`src/rtl/flash_sample_streamer.sv`:
```
// flash_sample_streamer: streams packed audio samples out of an Avalon-MM flash port,
// one sample per sample_tick, with a one-word prefetch, pause, reverse and restart.
module flash_sample_streamer #(
    parameter int                ADDR_W     = 23,
    parameter int                DATA_W     = 32,
    parameter int                SAMPLE_W   = 16,
    parameter logic [ADDR_W-1:0] FIRST_ADDR = '0,
    parameter logic [ADDR_W-1:0] LAST_ADDR  = 'h7FFFF
) (
    input  logic                CLK_50M,
    input  logic                reset_n,
    input  logic                sample_tick,
    input  logic                pause,
    input  logic                reverse,
    input  logic                restart,
    output logic [SAMPLE_W-1:0] sample_out,
    output logic                sample_valid,
    output logic                underrun,
    output logic                flash_mem_read,
    output logic [ADDR_W-1:0]   flash_mem_address,
    input  logic                flash_mem_waitrequest,
    input  logic [DATA_W-1:0]   flash_mem_readdata,
    input  logic                flash_mem_readdatavalid
);

    localparam int LANES  = DATA_W / SAMPLE_W;
    localparam int LANE_W = (LANES > 1) ? $clog2(LANES) : 1;
    localparam logic [LANE_W-1:0] LANE_LAST = LANE_W'(LANES - 1);

    typedef enum logic [1:0] {IDLE, REQ, WAIT, DISCARD} state_t;

    state_t              state;
    state_t              state_next;

    logic [DATA_W-1:0]   cur_data;
    logic [DATA_W-1:0]   nxt_data;
    logic                cur_valid;
    logic                nxt_valid;
    logic [DATA_W-1:0]   cur_data_d;
    logic [DATA_W-1:0]   nxt_data_d;
    logic                cur_valid_d;
    logic                nxt_valid_d;

    logic [ADDR_W-1:0]   play_addr;
    logic [ADDR_W-1:0]   fetch_addr;
    logic [LANE_W-1:0]   lane;
    logic [LANE_W-1:0]   lane_step;
    logic [LANE_W-1:0]   last_lane;

    logic                rev_q;
    logic                drain;
    logic                drop_pending;
    logic                flush;
    logic                can_fetch;
    logic                need_fetch;
    logic                tick_ok;
    logic                consume_last;
    logic                take_data;
    logic                accepted;

    logic [SAMPLE_W-1:0] cur_lanes [LANES];

    for (genvar g = 0; g < LANES; g++) begin : g_lane
        assign cur_lanes[g] = cur_data[g*SAMPLE_W +: SAMPLE_W];
    end

    function automatic logic [ADDR_W-1:0] step_addr(input logic [ADDR_W-1:0] a,
                                                    input logic            rev);
        if (rev)
            return (a == FIRST_ADDR) ? LAST_ADDR : a - ADDR_W'(1);
        return (a == LAST_ADDR) ? FIRST_ADDR : a + ADDR_W'(1);
    endfunction

    // A direction change is seen as a difference between the live and registered level.
    assign flush      = restart || (reverse != rev_q);
    // After reset a read may still be outstanding in the controller; hold off until it drains.
    assign can_fetch  = !drain || flash_mem_readdatavalid || !flash_mem_waitrequest;
    assign need_fetch = !cur_valid || !nxt_valid;
    assign accepted   = (state == REQ) && !flash_mem_waitrequest;

    always_ff @(posedge CLK_50M or negedge reset_n) begin
        if (!reset_n)
            state <= IDLE;
        else
            state <= state_next;
    end

    always_comb begin
        state_next     = state;
        flash_mem_read = 1'b0;
        unique case (state)
            IDLE: begin
                if (need_fetch && !flush && can_fetch)
                    state_next = REQ;
            end
            REQ: begin
                flash_mem_read = 1'b1;
                if (!flash_mem_waitrequest)
                    state_next = (flush || drop_pending) ? DISCARD : WAIT;
            end
            WAIT: begin
                if (flash_mem_readdatavalid)
                    state_next = IDLE;
                else if (flush)
                    state_next = DISCARD;
            end
            DISCARD: begin
                if (flash_mem_readdatavalid)
                    state_next = IDLE;
            end
            default: state_next = IDLE;
        endcase
    end

    // Consumption is applied before the incoming word, so a word landing as cur empties goes to cur.
    always_comb begin
        tick_ok      = sample_tick && !pause && !flush;
        last_lane    = reverse ? '0 : LANE_LAST;
        consume_last = tick_ok && cur_valid && (lane == last_lane);
        take_data    = (state == WAIT) && flash_mem_readdatavalid && !flush;

        if (reverse)
            lane_step = (lane == '0) ? LANE_LAST : lane - LANE_W'(1);
        else
            lane_step = (lane == LANE_LAST) ? '0 : lane + LANE_W'(1);

        cur_valid_d = cur_valid;
        cur_data_d  = cur_data;
        nxt_valid_d = nxt_valid;
        nxt_data_d  = nxt_data;

        if (consume_last) begin
            cur_valid_d = nxt_valid;
            cur_data_d  = nxt_data;
            nxt_valid_d = 1'b0;
        end

        if (take_data) begin
            if (!cur_valid_d) begin
                cur_valid_d = 1'b1;
                cur_data_d  = flash_mem_readdata;
            end else begin
                nxt_valid_d = 1'b1;
                nxt_data_d  = flash_mem_readdata;
            end
        end

        if (flush) begin
            cur_valid_d = 1'b0;
            nxt_valid_d = 1'b0;
        end
    end

    always_ff @(posedge CLK_50M or negedge reset_n) begin
        if (!reset_n) begin
            cur_valid <= 1'b0;
            nxt_valid <= 1'b0;
            cur_data  <= '0;
            nxt_data  <= '0;
        end else begin
            cur_valid <= cur_valid_d;
            nxt_valid <= nxt_valid_d;
            cur_data  <= cur_data_d;
            nxt_data  <= nxt_data_d;
        end
    end

    always_ff @(posedge CLK_50M or negedge reset_n) begin
        if (!reset_n) begin
            rev_q        <= 1'b0;
            drain        <= 1'b1;
            drop_pending <= 1'b0;
        end else begin
            rev_q <= reverse;
            if (flash_mem_readdatavalid || !flash_mem_waitrequest)
                drain <= 1'b0;
            if (state == REQ && flash_mem_waitrequest)
                drop_pending <= drop_pending || flush;
            else
                drop_pending <= 1'b0;
        end
    end

    // A request accepted after a flush belongs to the discarded stream and must not advance fetch_addr.
    always_ff @(posedge CLK_50M or negedge reset_n) begin
        if (!reset_n) begin
            fetch_addr        <= FIRST_ADDR;
            flash_mem_address <= '0;
        end else begin
            if (flush)
                fetch_addr <= restart ? FIRST_ADDR : play_addr;
            else if (accepted && !drop_pending)
                fetch_addr <= step_addr(fetch_addr, reverse);

            if (state == IDLE && state_next == REQ)
                flash_mem_address <= fetch_addr;
        end
    end

    always_ff @(posedge CLK_50M or negedge reset_n) begin
        if (!reset_n) begin
            play_addr <= FIRST_ADDR;
            lane      <= '0;
        end else if (restart) begin
            play_addr <= FIRST_ADDR;
            lane      <= reverse ? LANE_LAST : '0;
        end else begin
            if (tick_ok && cur_valid)
                lane <= lane_step;
            if (consume_last)
                play_addr <= step_addr(play_addr, reverse);
        end
    end

    always_ff @(posedge CLK_50M or negedge reset_n) begin
        if (!reset_n) begin
            sample_out   <= '0;
            sample_valid <= 1'b0;
            underrun     <= 1'b0;
        end else begin
            sample_valid <= tick_ok && cur_valid;
            underrun     <= tick_ok && !cur_valid;
            if (pause)
                sample_out <= '0;
            else if (tick_ok)
                sample_out <= cur_valid ? cur_lanes[lane] : '0;
        end
    end

endmodule

```
`config.mk`:
```
export PLATFORM = sky130hd
export DESIGN_NAME = flash_sample_streamer
export DESIGN_NICKNAME = d
export VERILOG_FILES = /design/src/rtl/flash_sample_streamer.sv
export SDC_FILE = /design/constraint.sdc
export NUM_CORES = 1
export LEC_CHECK = 0
export ABC_AREA = 1
export CAP_MARGIN = 20
export CORE_MARGIN = 5
export CORE_UTILIZATION = 60
export CTS_BUF_LIST = sky130_fd_sc_hd__clkbuf_8 sky130_fd_sc_hd__clkbuf_16
export DETAILED_ROUTE_END_ITERATION = 6
export PLACE_DENSITY = 0.83
export SETUP_SLACK_MARGIN = 0.05
export SLEW_MARGIN = 20
export SYNTH_ARGS = -nofsm -noshare
export SYNTH_HDL_FRONTEND = slang
export SYNTH_SLANG_ARGS = --single-unit
```
`constraint.sdc`:
```
create_clock -name CLK_50M -period 3.9 [get_ports CLK_50M]
set_input_delay 0.585 -clock CLK_50M [delete_from_list [all_inputs] [get_ports CLK_50M]]
set_output_delay 0.585 -clock CLK_50M [all_outputs]
set_load 0.05 [all_outputs]
```
# After elaboration in Yosys (flattened, before gate mapping)

Cells that the tools add are included.

Register bits after elaboration: 159
Input port bits: 40
Output and inout bits: 42
Logic and storage cells: 114

Add/subtract/negate cells: 6
Magnitude comparators: 1
Equal/unequal tests: 8
Multiplexer cells: 49
Bitwise logic cells: 1
Reductions and logical operators: 34

Operator list:

| cell                    | count |
|---|---|
| $mux W23                | 13 |
| $mux W16                | 6 |
| $mux W32                | 3 |
| $add A23 B1 Y23 const B | 2 |
| $eq A23 B19 Y1 const B  | 2 |
| $logic_not A23 Y1       | 2 |
| $sub A23 B1 Y23 const B | 2 |
| $mux W1                 | 21 |
| $logic_and A1 B1 Y1     | 13 |
| $mux W2                 | 5 |
| $pmux W2 S4             | 1 |
| $reduce_bool A2 Y1      | 4 |
| $logic_not A1 Y1        | 7 |
| $logic_or A1 B1 Y1      | 6 |
| $eq A2 B1 Y1 const B    | 2 |
| $eq A2 B2 Y1 const B    | 2 |
| $ge A2 B2 Y1 const B    | 1 |
| $logic_not A2 Y1        | 1 |
| $not A1 Y2              | 1 |
| $reduce_and A2 Y1       | 1 |
| $add A1 B1 Y1 const B   | 1 |
| $eq A1 B1 Y1            | 1 |
| $ne A1 B1 Y1            | 1 |
| $sub A1 B1 Y1 const B   | 1 |

# Longest topological paths before layout

Gate-level depths: netlist (run 1).

Depth in word-level cells: 11
Gate-level depth with buffers: 14
Mapped depth without buffers: 12

# Least setup slack after synthesis (run 1)

Ideal clock, no wire load.

Path kind: input-to-reg
Start: in reverse
End: reg cur_data[10]
Setup time: 121 ps
Arrival: 1,814 ps
Required time: 3,779 ps
Path slack: 1,966 ps
Cell stages on the path: 13
Path buffers: 2
Cell sequence: buf_4 -> inv_2 -> nand2_2 -> nand2_2 -> nor2_4 -> nand2_4 -> nor2_8 -> nand3b_2 -> nand2_2 -> nand2_4 -> buf_2 -> nand2_1 -> o21ai_1

Cells in the longest elaborated chain, start to end: 9
Elaborated cells on any way between the ends: 13
Those cells by class: eq/ne: 2; mux: 5; reduce/logical: 6

Ends and longest elaborated chain:

| element                                    | line     | text |
|---|---|---|
| start, declared                            | 14       | `input logic reverse,` |
| $ne A1 B1 Y1                               | 75       | `assign flush = restart \|\| (reverse != rev_q);` |
| $logic_or A1 B1 Y1                         | 75       |  |
| $logic_not A1 Y1                           | 117, 120 |  |
| $logic_and A1 B1 Y1                        | 117      | `tick_ok = sample_tick && !pause && !flush;` |
| $logic_and A1 B1 Y1 (2 in series)          | 119      | `consume_last = tick_ok && cur_valid && (lane == last_lane);` |
| $mux W32 / $mux W1 (equally long branches) | 132      | `if (consume_last) begin` |
| $mux W32                                   | 139      | `if (!cur_valid_d) begin` |
| $mux W32 (*)                               | 138      | `if (take_data) begin` |
| named net cur_data_d[10]                   | 39       | `logic [DATA_W-1:0] cur_data_d;` |
| end signal, assigned                       | 163      | `cur_data <= cur_data_d;` |
| end, declared                              | 35       | `logic [DATA_W-1:0] cur_data;` |

The timed path passes the listed nets; every way through them passes the cells marked *.
A chain may end at the register's enable or synchronous reset.

# Worst setup path after layout (run 1)

Start: in reverse
End: reg play_addr[21]

Cells in the longest elaborated chain, start to end: 7
Elaborated cells on any way between the ends: 15
Those cells by class: eq/ne: 2; mux: 7; reduce/logical: 6

Ends and longest elaborated chain:

| element                                          | line | text |
|---|---|---|
| branches (longest 7 deep; another with $mux W23) | --   |  |
| end signal, assigned                             | 211  | `play_addr <= step_addr(play_addr, reverse);` |
| end, declared                                    | 44   | `logic [ADDR_W-1:0] play_addr;` |

Several ways; the timed one is not identified. The select of a mux whose other input is x is not followed.

==> impl_metrics.yaml, run 1 <==
run_status:
  status: "finished, violations left"
  violations: "design-rule violations"
finish:
  nets: 1534
  multi_input_area_sq_um: 4990
  utilization: 0.7026
  regArea_sq_um: 3980
  n_antenna_cell: 0
  drive_gt1_frac: 0.05197
  syn_to_final_growth_pct: 14.17
  fillers: 1419
drt:
  routedWlPerCell_um: 17.27
  wl_met3_um: 2528
  met1Wirelength_um: 12140
  routed_via_density: 5.727
  routed_wl_um: 29650
  met2_length_um: 13880
  dr.max_layer_used: "met4"
  ant_nets: 0
  firstDrtPassIters: 7
  drcViolationCount: 1
  vias: 9833
  drt_iter0_drc: 1100
sta:
  tightest_slew_ps: 721.5
  period_needed_ps: 3040
  setup_violations: 0
  rsz0062_at_grt: "false"
  relSlewSlack: 0.5190
  tns_ps: 0
  hold_violations: 0
  fin_skew_ps: 14.26
  finalMaxSlewViolations: 0
  period_share: 0.7794
  fmaxAchievable_mhz: 329.0
global_routing:
  antenna_found_initial: 0
  overflow: 0
  grt_pass1_vias: 9219
  grt_usage: 0.3077
  grt_pass1_wl_um: 48130
  grt_max_degree: 71
yosys:
  yosys.area_share.simple: 0.3591
  synth_compound_area_frac: 0.1070
  synth_fa_ha_area_frac: 0.007624
  synthesis.nets: 1490
  synth.area.mux_share: 0.01525
  ys_seq_area_frac: 0.4042
  syn_area_per_cell_sq_um: 6.819
  synth_area_sq_um: 9847
  synth_cells: 1444
  yosysUniqueCellTypes: 41
  synth_xor_area_frac: 0.01779
  yosysWarnings: 0
  synth_top_family_by_area: "simple AND/OR/NAND/NOR gates"
  ys_ff_latch: 159
cts:
  holdBufCountCts: 0
  clk_pin_slew_worst_paths_ps: 80
  clock_sinks: 159
  cts_made_buffers: 17
  cts-resized-gates: 0
  post_cts_buffers: 0
  worstSkewPairLatency_ps: 440
  htreeDepth: 4
  cts_tree: "done"
  cts.path.max_buffers: 2
  cts_root_buf: "clkbuf_16"
hold_path:
  hold_class: "input port to asynchronous set/reset pin"
floorplan:
  core_area_sq_um: 16000
  fp-row-count: 46
  io-pin-count: 82
  dieWidth_um: 138.1
  start_util: 0.6154
  die_height_um: 138.1
  dieArea_sq_um: 19070
setup_path:
  path_max_fanout: 37
  regToRegEndpoint: "play_addr[21]"
  r2r_slack_ps: 1260
  critPathRequiredTime_ps: 4210
  crit_arrival_ps: 3350
  start_kind: "input port"
  critPathKind: "input port to flop"
  reg2reg_from: "lane"
  critPathCaptureType: "flop"
  rr_worst_depth: 7
placement:
  place_hpwl_um: 20980
  gp_congestion: 0.9980
  io_buffers: 81
power_and_ir_drop:
  cellPowerDensity_nw_per_um2: 533.6
  power.leakage_nw: 5.577
  ir_worst_vdd_mv: 0.3359
run:
  drv_cap: 0
==> Yosys cell counts <==
cell         n  area share
or2_2        4      0.0025
nand3b_1     1     0.00076
a211oi_1     1     0.00076
ha_1         6      0.0076
nor2_4       2      0.0023
o211ai_1     4      0.0030
nor3_1       8      0.0041
inv_2        5      0.0019
o31ai_1      1     0.00076
a31oi_1      3      0.0019
dfrtp_1    158        0.40
nand2_1    516        0.20
nor2_2       2      0.0013
o32ai_1      1     0.00089
buf_6       11       0.013
nand2_2      4      0.0025
o21bai_1     2      0.0015
o21ai_1     46       0.023
nand3_1    128       0.065
inv_1      130       0.050
nand4_1     25       0.016
o21ai_2     10      0.0089
mux2i_1     15       0.015
nor3_4       1      0.0017
clkbuf_1    29       0.011
xor2_1      20       0.018
o21ai_0    106       0.054
nor2_1     152       0.058
nor3b_1      1     0.00076
nand3b_2     1      0.0011
nor2_8       1      0.0020
nand3_2      1      0.0010
a21oi_1     10      0.0051
o22ai_1      8      0.0051
nand2_4      3      0.0034
buf_1        2     0.00076
buf_4        6      0.0046
dfstp_2      1      0.0027
a21oi_2      1     0.00089
buf_2       17      0.0086
o2111ai_1    1     0.00089
==> cell type report <==
type,instances,share of cell area
Multi-Input combinational cell,1085,0.4439
Sequential cell,159,0.3540
Tap cell,216,0.02404
Inverter,135,0.04508
Clock inverter,14,0.01347
Clock buffer,18,0.03907
Timing Repair Buffer,90,0.08047
==> per-layer routing <==
| layer | up-vias | global-route usage |
|---|---|---|
| met5 | - | 0 |
| met4 | 0 | 0.1201 |
| met3 | 91 | 0.05690 |
| met2 | 514 | 0.4931 |
| met1 | 4520 | 0.4170 |
| li1 | 4708 | - |
==> how the worst max path moves through the flow <==
stage	start	to	slack (ps)	cells past startpoint
2_1_floorplan	reverse	cur_data[10]	1970	13
3_3_place_gp	reverse	play_addr[16]	590	12
3_5_place_dp	reverse	play_addr[21]	510	12
4_1_cts	reverse	play_addr[12]	950	12
5_1_grt	reverse	play_addr[7]	680	12
6_report	reverse	play_addr[21]	860	12
==> where the power goes <==
| part | internal [W] | total (W) | leakage, nW | switching, W |
|---|---|---|---|---|
| clock | 0.000871 | 0.00167 | 0.280 | 0.000795 |
| combinational | 0.000710 | 0.00211 | 3.14 | 0.00140 |
| sequential | 0.00196 | 0.00222 | 2.16 | 0.000260 |
==> registers in the layout, indices dropped and copies added, names as in the netlist, 2 cells and up <==
register           flops
play_addr             23
state                  2
flash_mem_address     23
cur_data              32
nxt_data              32
fetch_addr            23
sample_out            16
==> cells in the final DEF, fill, tap and decap left out, types with 2 or more instances in the layout <==
cell	count
a21oi_1	10
a31oi_1	3
buf_12	2
buf_4	7
clkbuf_16	17
clkdlybuf4s50_1	80
clkinv_8	3
clkinvlp_4	3
dfrtp_1	158
ha_1	6
inv_1	130
inv_2	5
inv_6	3
inv_8	4
mux2i_1	15
nand2_1	516
nand2_2	4
nand2_4	3
nand3_1	128
nand4_1	25
nor2_1	152
nor2_2	2
nor2_4	2
nor3_1	8
o211ai_1	4
o21ai_0	106
o21ai_1	46
o21ai_2	10
o21bai_1	2
o22ai_1	8
or2_2	4
xor2_1	20
==> cells by family after synthesis <==
group                      after synthesis
AOI/OAI and AO/OA                      194
xor gates and xnor gates                20
adders and majority gates                6
buffers and inverters                  200
DFF                                    159
muxes                                   15
and+or+nand+nor                        850
==> through the flow <==
| stage | hold WS, ps | instances | total power, W | worst slack (ps) | area [sq um] |
|---|---|---|---|---|---|
| final | 97.12 | 1717 | 0.005999 | 860.2 | 11240 |
| after global routing | 135.4 | 1717 | 0.006315 | 680.2 | 11240 |
| after CTS | 108.9 | 1717 | 0.005990 | 953.1 | 11240 |
| after detailed placement | 466.9 | 1685 | 0.004312 | 508.7 | 10650 |
| after global placement | 440.4 | 1685 | 0.004259 | 585.3 | 10650 |
| after floorplan | 289.4 | 1444 | 0.003638 | 1966 | 9847 |
==> worst max-delay path, stage by stage <==
cell and delay [ps]:
clkdlybuf4s50_1 590, inv_2 70, nand2_2 60, nand2_2 80, nor2_4 120, nand2_4 190
nor2_8 190, nand2_4 280, nand2_1 580, inv_1 390, nand2_1 130, o21ai_1 70
(Power assumes the default switching activity.)
==> inputs of run 2 (changes only) <==
CORE_UTILIZATION = 53   (was 60)
PLACE_DENSITY = 0.78   (was 0.83)
clock period = 2.5 ns   (was 3.9 ns; I/O delays follow)
==> run 2 against run 1 <==
Net effect:
- the flow now finishes without violations
- register-to-register slack worse by 890 ps
- clock skew fell by 4.9 ps
- die area grew 12%
- global-route usage down 2.2 points
- utilization decreased by 6.6 points
- design area grew 2.7%
- combinational power is 59% higher
- critical endpoint is now play_addr[10]
==> impl_metrics.yaml, run 2 (same netlist as run 1, synthesis figures left out) <==
run_status:
  status: "finished clean"
sta:
  setup_violations: 0
  period_share: 0.8530
  relSlewSlack: 0.5727
  hold_violations: 0
  whs_ps: 457.7
  finalMaxSlewViolations: 0
  tightest_slew_ps: 640.3
  rsz0062_at_grt: "false"
  tns_ps: 0
  fmaxAchievable_mhz: 469.0
  period_needed_ps: 2132
  fin_skew_ps: 9.309
setup_path:
  critPathKind: "flop to flop"
  reg2reg_from: "play_addr[0]"
  crit_arrival_ps: 2440
  cp.buffers_inverters: 1
  regToRegEndpoint: "play_addr[10]"
  crit_top_cell: "nand2_1"
  critPathCaptureType: "flop"
  start_kind: "flop"
  cp_top_family: "simple AND/OR/NAND/NOR gates"
  cp_slowest_cell: "nor3_1"
  rr_worst_depth: 8
  slowest_delay_ps: 540
  r2r_slack_ps: 370
  critPathLaunch: "play_addr[0]"
  crit_end: "play_addr[10]"
  path_max_fanout: 6
  path_depth: 8
  critPathRequiredTime_ps: 2810
  crit_chain: "inv_1, ha_1, nand2_1, nor3_1, xor2_1, nand2_1, nand3_1, o21ai_0"
cts:
  cts_made_buffers: 17
  cts_tree: "done"
  cts.path.max_buffers: 2
  post_cts_buffers: 0
  worstSkewPairLatency_ps: 440
  cts_root_buf: "clkbuf_16"
  clk_pin_slew_worst_paths_ps: 70
  clock_sinks: 159
  htreeDepth: 4
placement:
  place_hpwl_um: 22140
  io_buffers: 81
  gp_congestion: 0.9912
  dp_cells: 1732
floorplan:
  dieWidth_um: 146.3
  core_area_sq_um: 18150
  dieArea_sq_um: 21410
  die_height_um: 146.3
  start_util: 0.5426
  fp-row-count: 49
  io-pin-count: 82
drt:
  routedWlPerCell_um: 17.15
  drt_iter0_drc: 1024
  ant_nets: 0
  vias: 9791
  drcViolationCount: 0
  routed_wl_um: 30260
  firstDrtPassIters: 7
  routed_via_density: 5.550
hold_path:
  hold_class: "flop to flop"
global_routing:
  grt_usage: 0.2860
  grt_max_degree: 65
  grt_pass1_vias: 9486
  grt_pass1_wl_um: 49330
  overflow: 0
  antenna_found_initial: 0
finish:
  top_regs: "cur_data x32, nxt_data x32"
  nets: 1569
  drive_gt1_frac: 0.07296
  final_cell_mix: "nand2_1, dfrtp_1, nor2_1"
  syn_to_final_growth_pct: 17.28
  n_antenna_cell: 0
  final_cells: 1764
  final_common_cell: "nand2_1"
run:
  drv_cap: 0
power_and_ir_drop:
  total_power_w: 0.009314
  power.leakage_nw: 5.784
  ir_worst_vdd_mv: 0.4548
  cellPowerDensity_nw_per_um2: 806.5
==> run 2: cell types whose count changed in the layout (fill, tap and decap cells not counted) <==
cell and change:
clkdlybuf4s50_1 -1, dlymetal6s2s_1 +1, buf_4 +29, dlygate4sd3_1 +1, clkinvlp_4 -1, clkinv_8 -3
nor2_1 -1, nor2_2 +1, clkbuf_8 -1, buf_12 +5, clkinv_2 +2, inv_6 +2
==> run 2: report_power, final <==
| part | switching, W | internal, W |
|---|---|---|
| combinational | 0.00219 | 0.00116 |
| sequential | 0.000369 | 0.00306 |
| clock | 0.00123 | 0.00131 |
==> run 2: routing by layer <==
layer | share of wire | track usage
met5 | 0 | 0
met4 | 0.032 | 0.1105
met3 | 0.071 | 0.04803
met2 | 0.46 | 0.4577
met1 | 0.43 | 0.3906
==> run 2: how the worst min path moves through the flow <==
stage | start | to | slack [ps] | cells after the start
2_1_floorplan | reset_n | cur_data[0] | 80 | 0
3_3_place_gp | reset_n | flash_mem_address[18] | 400 | 1
3_5_place_dp | reset_n | flash_mem_address[18] | 400 | 1
4_1_cts | drain | drain | 460 | 2
5_1_grt | drain | drain | 480 | 2
6_report | drain | drain | 460 | 2
==> run 2: layout make-up <==
class	instances	area, sq um
fillers	1612	6599
well taps	229	286.5
multi-input cells	1085	4992
clock buffers	17	425.4
flip-flops and latches	159	3980
repair buffers	125	1235
clock inverters	14	122.6
inverters	135	506.7
==> run 2: timing repair <==
| item | CTS | global route |
|---|---|---|
| hold buffers | 1 | 0 |
| setup endpoints to repair | 0 | 3 |
| hold endpoints to repair | 54 | 0 |
| resized for setup | 0 | 2 |
==> run 2: worst min-delay path, stage by stage, from the launching register on <==
cell and delay [ps]:
dfstp_2 360, nand2_1 40, nor2_1 50
==> run 2: metrics by stage <==
| step | setup slack (ps) | utilization | area, sq um |
|---|---|---|---|
| floorplan | 775.9 | - | 9847 |
| global placement | 148.5 | 0.6054 | 10990 |
| detailed placement | 61.95 | 0.6054 | 10990 |
| CTS | 54.83 | 0.6361 | 11540 |
| global route | 152.1 | 0.6364 | 11550 |
| finish | 367.6 | 0.6364 | 11550 |
==> inputs of run 3 (changes only) <==
HOLD_SLACK_MARGIN = 0.03   (was not set)
SETUP_SLACK_MARGIN = 0.1   (was 0.05)
==> run 3 against run 2 <==
Net effect:
- first-iteration DRC count about the same
- non-clock buffer count is the same
- clock power is essentially flat
- total power hardly changed
- global-route usage is the same
- critical path type is now flop to output pin
==> impl_metrics.yaml, run 3 (same netlist as run 1, synthesis figures left out) <==
setup_path:
  rr_worst_depth: 8
  critPathLaunch: "state[1]"
  slowest_delay_ps: 550
  critPathCaptureType: "output pin"
  path_max_fanout: 4
  reg2reg_from: "play_addr[0]"
  start_kind: "flop"
  regToRegEndpoint: "play_addr[10]"
  cp_slowest_cell: "dlygate4sd2_1"
  crit_chain: "inv_1, nand2_1, inv_1, dlygate4sd2_1"
  critPathKind: "flop to output pin"
  r2r_slack_ps: 370
  critPathRequiredTime_ps: 2120
  crit_top_cell: "inv_1"
  crit_arrival_ps: 1780
cts:
  cts_tree: "done"
  clk_pin_slew_worst_paths_ps: 70
  cts_made_buffers: 17
  clock_sinks: 159
  worstSkewPairLatency_ps: 440
  cts.path.max_buffers: 2
  post_cts_buffers: 0
  cts_root_buf: "clkbuf_16"
  htreeDepth: 4
run:
  drv_cap: 0
drt:
  routedWlPerCell_um: 17.15
  routed_via_density: 5.552
  drcViolationCount: 0
  drt_iter0_drc: 1025
  routed_wl_um: 30250
  ant_nets: 0
  vias: 9794
  firstDrtPassIters: 7
run_status:
  status: "finished clean"
global_routing:
  overflow: 0
  grt_usage: 0.2860
  grtUsageMet1: 0.3906
  grtUsageMet3: 0.04803
  antenna_found_initial: 0
  busiest_layer: "met2"
  grt_pass1_wl_um: 49330
  grt_max_degree: 65
  use_met2: 0.4577
  grt_pass1_vias: 9486
floorplan:
  start_util: 0.5426
  fp-row-count: 49
  io-pin-count: 82
  dieArea_sq_um: 21410
  die_height_um: 146.3
  dieWidth_um: 146.3
  core_area_sq_um: 18150
sta:
  hold_violations: 0
  finalMaxSlewViolations: 0
  rsz0062_at_grt: "false"
  relSlewSlack: 0.5727
  fin_skew_ps: 9.309
  tns_ps: 0
  period_needed_ps: 2154
  tightest_slew_ps: 640.3
  fmaxAchievable_mhz: 464.2
  period_share: 0.8618
  setup_violations: 0
placement:
  place_hpwl_um: 22140
  io_buffers: 81
  gp_congestion: 0.9912
hold_path:
  hold_class: "flop to flop"
  hold_depth: 2
  hold_start: "drain"
  hold_end: "drain"
finish:
  syn_to_final_growth_pct: 17.24
  multi_input_area_sq_um: 4992
  top_regs: "cur_data x32, nxt_data x32"
  regArea_sq_um: 3980
  final_cell_mix: "nand2_1, dfrtp_1, nor2_1"
  drive_gt1_frac: 0.07296
  fillers: 1613
  nets: 1569
  n_antenna_cell: 0
  final_common_cell: "nand2_1"
power_and_ir_drop:
  p_switching_w: 0.003791
  ir_worst_vdd_mv: 0.4548
  power_frac_comb: 0.359
  p_seq_frac: 0.368
  internal_power_w: 0.005517
  netSwitchingFraction: 0.4073
  clkPwrFrac: 0.273
  power.leakage_nw: 5.774
  total_power_w: 0.009308
  cellPowerDensity_nw_per_um2: 806.2
## run 3: cell count changes in the layout (fill, tap and decap cells not counted), sizes merged
cell / change
dlymetal6s2s: -1
dlygate4sd2: +1
## run 3: critical path, delay by kind of cell, from the launching register on
kind | cells | cell delay [ps]
buffers and inverters | 3 | 840
DFF | 1 | 370
and+or+nand+nor | 1 | 130
## run 3: worst max-delay path by stage
stage	depth (start not counted)	endpoint	slack (ps)
detailed placement	10	cur_data[7]	60
floorplan	13	cur_data[10]	780
global placement	11	nxt_data[22]	150
global route	10	play_addr[15]	150
CTS	10	play_addr[9]	310
finish	4	flash_mem_read	350
## run 3: cell type report
| cell class | count | area share |
|---|---|---|
| Clock buffer | 17 | 0.03685 |
| Timing Repair Buffer | 125 | 0.1066 |
| Multi-Input combinational cell | 1085 | 0.4324 |
| Tap cell | 229 | 0.02482 |
| Sequential cell | 159 | 0.3448 |
| Clock inverter | 14 | 0.01062 |
| Inverter | 135 | 0.04389 |
## run 3: per-stage QoR
stage / area (sq um) / hold slack, ps / instances / util / setup WS, ps
2_1_floorplan: 9847 / 79.41 / 1444 / - / 775.9
4_1_cts: 11540 / 457.8 / 1764 / 0.6360 / 309.3
3_5_place_dp: 10990 / 400.0 / 1732 / 0.6054 / 61.95
6_report: 11540 / 457.7 / 1764 / 0.6362 / 345.6
3_3_place_gp: 10990 / 403.2 / 1732 / 0.6054 / 148.5
5_1_grt: 11540 / 476.6 / 1764 / 0.6362 / 152.1
## run 3: power by group through the flow
stage                     Sequential (W)  Combinational (W)  Clock [W]
after floorplan                  0.00381            0.00187          0
final                            0.00342            0.00334    0.00254
after CTS                        0.00343            0.00332    0.00254
after global placement           0.00346            0.00324          0
after global routing             0.00348            0.00372    0.00265
after detailed placement         0.00346            0.00332          0
## run 3: routing by layer
metal	wire (um)	up-vias	share of wire
met5	0	-	0
met2	13990	427	0.46
met4	977	0	0.032
li1	-	4775	-
met1	13140	4517	0.43
met3	2152	75	0.071
## run 3: repair_timing
action                                  CTS  global route
endpoints found under the setup margin    1             6
hold endpoints to repair                 54             0
gates resized for setup                   1             1
pin swaps                                 0             0
hold buffers                              1             0
